--- config.mk ---
export PLATFORM = sky130hd
export DESIGN_NAME = seq_div4
export DESIGN_NICKNAME = d
export VERILOG_FILES = /design/src/rtl/div4_pkg.sv /design/src/rtl/sub4_borrow.sv /design/src/rtl/seq_div4.sv
export SDC_FILE = /design/constraint.sdc
export NUM_CORES = 1
export LEC_CHECK = 0
export BUFFER_PORTS_ARGS = -buffer_cell sky130_fd_sc_hd__buf_2
export CAP_MARGIN = 25
export CELL_PAD_IN_SITES_DETAIL_PLACEMENT = 2
export CELL_PAD_IN_SITES_GLOBAL_PLACEMENT = 2
export CORE_ASPECT_RATIO = 1.2
export CORE_MARGIN = 2
export CORE_UTILIZATION = 38
export DETAILED_ROUTE_END_ITERATION = 12
export PLACE_DENSITY_LB_ADDON = 0.08
export RECOVER_POWER = 50
export SYNTH_ARGS = -nofsm -noshare
export SYNTH_HDL_FRONTEND = slang
export SYNTH_HIERARCHICAL = 1
export SYNTH_SLANG_ARGS = --single-unit
--- constraint.sdc ---
create_clock -name clk -period 6.05 [get_ports clk]
set_clock_uncertainty 0.15 [all_clocks]
set_input_delay 0.605 -clock clk [delete_from_list [all_inputs] [get_ports clk]]
set_output_delay 0.605 -clock clk [all_outputs]
set_load 0.02 [all_outputs]
--- src/rtl/div4_pkg.sv ---
// Shared types and constants for the 4-bit sequential divider and its subtractor.
package div4_pkg;

    localparam int unsigned        DIV_W      = 4;
    localparam logic [1:0]         COUNT_INIT = 2'd3;
    localparam logic [DIV_W-1:0]   DBZ_QUOT   = 4'hF;

    typedef enum logic [1:0] {
        IDLE,
        CALC,
        DONE
    } state_t;

endpackage

--- src/rtl/sub4_borrow.sv ---
// 4-bit ripple-borrow subtractor: diff = a - b - bin, bout set on underflow.
module sub4_borrow
    import div4_pkg::*;
(
    input  logic [DIV_W-1:0] a,
    input  logic [DIV_W-1:0] b,
    input  logic             bin,
    output logic [DIV_W-1:0] diff,
    output logic             bout
);

    logic [DIV_W:0] brw;

    always_comb begin
        brw    = '0;
        brw[0] = bin;
        diff   = '0;
        for (int unsigned i = 0; i < DIV_W; i++) begin
            diff[i]  = a[i] ^ b[i] ^ brw[i];
            brw[i+1] = (~a[i] & b[i]) | (~(a[i] ^ b[i]) & brw[i]);
        end
        bout = brw[DIV_W];
    end

endmodule

--- src/rtl/seq_div4.sv ---
// Sequential 4-bit restoring divider: one trial subtraction per clock, MSB first,
// with registered results, a one-cycle done pulse and divide-by-zero flagging.
module seq_div4
    import div4_pkg::*;
(
    input  logic             clk,
    input  logic             rst_n,
    input  logic             start,
    input  logic [DIV_W-1:0] dividend,
    input  logic [DIV_W-1:0] divisor,
    output logic [DIV_W-1:0] quotient,
    output logic [DIV_W-1:0] remainder,
    output logic             busy,
    output logic             done,
    output logic             div_by_zero
);

    state_t           state;
    logic [1:0]       count;
    logic [DIV_W-1:0] dvd_q;
    logic [DIV_W-1:0] dvs_q;
    logic [DIV_W-1:0] rem_q;
    logic [DIV_W-1:0] quo_q;

    logic [DIV_W:0]   trial;
    logic [DIV_W-1:0] diff;
    logic             bout;
    logic             step_ok;
    logic [DIV_W-1:0] rem_next;
    logic [DIV_W-1:0] quo_next;

    always_comb begin
        trial = {rem_q, dvd_q[count]};
    end

    sub4_borrow u_sub (
        .a    (trial[DIV_W-1:0]),
        .b    (dvs_q),
        .bin  (1'b0),
        .diff (diff),
        .bout (bout)
    );

    // A set trial MSB means the shifted remainder already exceeds any 4-bit divisor.
    always_comb begin
        step_ok         = trial[DIV_W] | ~bout;
        rem_next        = step_ok ? diff : trial[DIV_W-1:0];
        quo_next        = quo_q;
        quo_next[count] = step_ok;
    end

    always_ff @(posedge clk or negedge rst_n) begin
        if (!rst_n) begin
            state       <= IDLE;
            count       <= '0;
            dvd_q       <= '0;
            dvs_q       <= '0;
            rem_q       <= '0;
            quo_q       <= '0;
            quotient    <= '0;
            remainder   <= '0;
            busy        <= 1'b0;
            done        <= 1'b0;
            div_by_zero <= 1'b0;
        end else begin
            case (state)
                IDLE: begin
                    if (start) begin
                        dvd_q <= dividend;
                        dvs_q <= divisor;
                        rem_q <= '0;
                        quo_q <= '0;
                        count <= COUNT_INIT;
                        if (divisor == '0) begin
                            quotient    <= DBZ_QUOT;
                            remainder   <= dividend;
                            div_by_zero <= 1'b1;
                            done        <= 1'b1;
                            state       <= DONE;
                        end else begin
                            busy  <= 1'b1;
                            state <= CALC;
                        end
                    end
                end
                CALC: begin
                    rem_q <= rem_next;
                    quo_q <= quo_next;
                    if (count == '0) begin
                        quotient    <= quo_next;
                        remainder   <= rem_next;
                        div_by_zero <= 1'b0;
                        busy        <= 1'b0;
                        done        <= 1'b1;
                        state       <= DONE;
                    end else begin
                        count <= count - 2'd1;
                    end
                end
                DONE: begin
                    done  <= 1'b0;
                    state <= IDLE;
                end
                default: state <= IDLE;
            endcase
        end
    end

endmodule
==> impl_metrics.csv <==
group,metric,value,unit
timing,rsz0062_at_grt,"no",
die,dieArea,4530,um^2
timing,worstMarginPinSlew,1.61,ns
yosys,synth_cells,154,
setup_path,crit_path_top_delay_cell,"mux4_2",
yosys,syn-num-nets,173,
setup_path,cp_data_arrival_time,3.86,ns
worst_hold_path,min_path_type,"reg2reg",
timing,final_hold_viol_count,0,
pwr,powerDensity,599,nW/um^2
placed_design,dp.cells,225,
global_routing,grt.total_usage,20.8,%
drt,drtIter0Drc,45,
drt,ant_nets,0,
flow_run,cap_violations,1,
setup_path,path_cells,"mux4_2 -> fa_1 -> inv_1 -> fa_1 -> fa_1 -> inv_1 -> fa_1 -> inv_1 -> nor2b_1 -> mux2i_1 -> nor3_1 -> a221o_1",
die,start_util,39.2,%
yosys,synth.area.mux_share,4.11,%
clock_tree,clockRootBuffer,"clkbuf_8",
setup_path,end_kind,"register",
clock_tree,cts_buffers,5,
yosys,postSynthAreaPerCell,9.88,um^2
layout,num-nets-final,197,
status,outcome,"complete, but fails checks",
setup_path,cp.required,6.06,ns
setup_path,path_delay_family,"adder cells",
yosys,synth_compound_area_share,14.1,%
yosys,synth_simple_gate_area_share,17.6,%
drt,wl_per_cell,16.5,um
die,core-area,3880,um^2
drt,dr.pass1.iters,4,
yosys,synth_seq_area_share,49.3,%
layout,mostFrequentLayoutCells,"nand2_1 (32), dfrtp_1 (30), buf_2 (20)",
timing,fmax,0.260,GHz
clock_tree,htreeDepth,2,
die,fp.dieH,73.3,um
setup_path,timing.rr.start,"count[0]$_DFFE_PN0P_",
setup_path,cpPeakStageDelay,0.57,ns
clock_tree,cts_tree,"done",
placed_design,dp_hpwl,2990,um
drt,viasPerCell,5.11,
layout,drive_gt1_share,19.0,%
die,die_w,61.8,um
setup_path,cpMostUsedCell,"fa_1",
timing,finalCritPeriodShare,63.6,%
clock_tree,cts-resized-gates,0,
timing,setup-violations-final,0,
placed_design,place_congestion,0.797,
yosys,syn_area,1520,um^2
layout,stdcell_count,233,
yosys,yosysWarnings,6,
drt,drcViolationCount,0,
setup_path,crit_fanout,8,
layout,syn2layout_area_growth,15.2,%
yosys,synthAdderAreaFrac,8.55,%
worst_hold_path,min_from,"dvs_q[0]$_DFFE_PN0P_",
placed_design,place.port_buffers,21,
global_routing,grt_pass1_vias,1348,
clock_tree,postCtsHoldBufs,0,
layout,final_common_cell,"nand2_1",
global_routing,antenna_found_initial,0,
drt,vias,1191,
clock_tree,cts_setup_buffers,0,
clock_tree,clock_path_buffers,2,
die,row_count,25,
layout,n_antenna_cell,0,
timing,slew_violations,31,
global_routing,grt_max_degree,31,
die,io_pins,22,
yosys,yosys.area_share.xor_xnor,0,%
setup_path,critPathLaunchType,"register",
global_routing,grt_overflow,0,
yosys,ys_ff_latch,30,
clock_tree,clock_latency,0.28,ns
pwr,power.total,1.05,mW
clock_tree,cts.sinks,30,
pwr,peakVddDrop,213,uV
global_routing,grt_pass1_wl,6670,um
timing,fin_setup_tns,0,ns
yosys,synth.distinct_cells,34,
drt,wl,3850,um
status,violations,"max-capacitance violations, max-slew violations",
timing,fin_crit,3.85,ns
clock_tree,cts.clk_slew.worst_paths,0.06,ns
yosys,synth_top_family_by_area,"simple AND/OR/NAND/NOR gates",
timing,max_slew_margin,-7.62,%
setup_path,crit_buf_inv,3,
pwr,leakage,0.849,nW
setup_path,crit_type,"reg2reg",
setup_path,startpoint,"count[0]$_DFFE_PN0P_",
-- sequential cells by signal (all words and copies together) (netlist names) --
name	cells
div_by_zero	1
busy	1
count	2
rem_q	4
done	1
dvd_q	4
remainder	4
quo_q	3
dvs_q	4
quotient	4
state	2
-- per-layer routing --
metal / up-vias / global-route usage, % / part of all wire, %
met4: 0 / 7.80 / 1.9
met2: 20 / 36.8 / 54
met3: 7 / 4.23 / 2.8
li1: 561 / - / -
met5: - / 0 / 0
met1: 603 / 24.1 / 41
-- power by group --
part           internal, mW  switching, mW
Sequential            0.292         0.0726
Combinational         0.197          0.323
Clock                0.0915         0.0729
-- stage by stage --
stage | hold slack (ns) | setup slack, ns | util (%) | area (um^2)
final | 0.329 | 2.20 | 45.2 | 1750
after global routing | 0.366 | 1.88 | 45.2 | 1750
after CTS | 0.223 | 2.15 | 45.3 | 1760
after detailed placement | 0.317 | 2.20 | 42.9 | 1670
after global placement | 0.307 | 2.28 | 42.9 | 1670
after floorplan | 0.159 | 2.62 | - | 1520
-- logic make-up (layout without fill, tap and decap cells) --
group / Yosys count / count (layout)
muxes: 5 / 5
AOI/OAI and AO/OA: 33 / 33
buffers and inverters: 20 / 45
and+or+nand+nor: 57 / 57
other: 1 / 1
adders and majority gates: 8 / 8
DFF: 30 / 30
-- layout make-up --
type | instances | area (um^2)
clock buffers | 7 | 86.3
flip-flops and latches | 30 | 751
repair buffers | 22 | 111
well taps | 54 | 67.6
multi-input cells | 104 | 676
inverters | 15 | 56.3
fillers | 453 | 2130
clock inverters | 1 | 5.00
-- Yosys cell counts --
| cell type | count | area [um^2] |
|---|---|---|
| nand2_1 | 32 | 120 |
| dfrtp_1 | 30 | 751 |
| inv_1 | 14 | 52.6 |
| o21ai_0 | 13 | 65.1 |
| nor2_1 | 8 | 30.0 |
| nor3_1 | 5 | 25.0 |
| a31oi_1 | 4 | 25.0 |
| fa_1 | 4 | 80.1 |
| ha_1 | 4 | 50.1 |
| mux2i_1 | 4 | 40.0 |
| a21oi_1 | 3 | 15.0 |
| a221o_1 | 3 | 30.0 |
| a22o_1 | 3 | 26.3 |
| nor2b_1 | 3 | 18.8 |
| a22oi_1 | 2 | 15.0 |
| buf_2 | 2 | 10.0 |
| buf_6 | 2 | 22.5 |
| o21ai_1 | 2 | 10.0 |
| a21boi_2 | 1 | 11.3 |
| a21o_1 | 1 | 7.51 |
| clkbuf_1 | 1 | 3.75 |
| conb_1 | 1 | 3.75 |
| inv_2 | 1 | 3.75 |
| mux4_2 | 1 | 22.5 |
| nand2_4 | 1 | 11.3 |
| nand2b_1 | 1 | 6.26 |
| nand3_1 | 1 | 5.00 |
| nand3b_1 | 1 | 7.51 |
| nor2_4 | 1 | 11.3 |
| nor3b_1 | 1 | 7.51 |
| nor4_1 | 1 | 6.26 |
| o21ai_2 | 1 | 8.76 |
| or3b_4 | 1 | 11.3 |
| or4_1 | 1 | 7.51 |
-- worst register-to-register path, cell delays in order (launching register included) --
cell     delay, ns
dfrtp_1       0.45
mux4_2        0.57
fa_1          0.42
inv_1         0.08
fa_1          0.18
fa_1          0.17
inv_1         0.05
fa_1          0.36
inv_1         0.07
nor2b_1       0.55
mux2i_1       0.32
nor3_1        0.08
a221o_1       0.29
-- path summary, 6_finish.rpt --
kind                                            end  slack [ns]  cells past startpoint
hold reg to reg                dvs_q[0]$_DFFE_PN0P_        0.33                      2
min in group asynchronous   quotient[3]$_DFFE_PN0P_        0.57                      1
hold / removal                 dvs_q[0]$_DFFE_PN0P_        0.33                      2
max in group asynchronous      count[0]$_DFFE_PN0P_        4.24                      1
setup / recovery           remainder[2]$_DFFE_PN0P_        2.20                     12
setup reg to reg           remainder[2]$_DFFE_PN0P_        2.20                     12
Note: power is estimated with default switching activity, not from simulation.
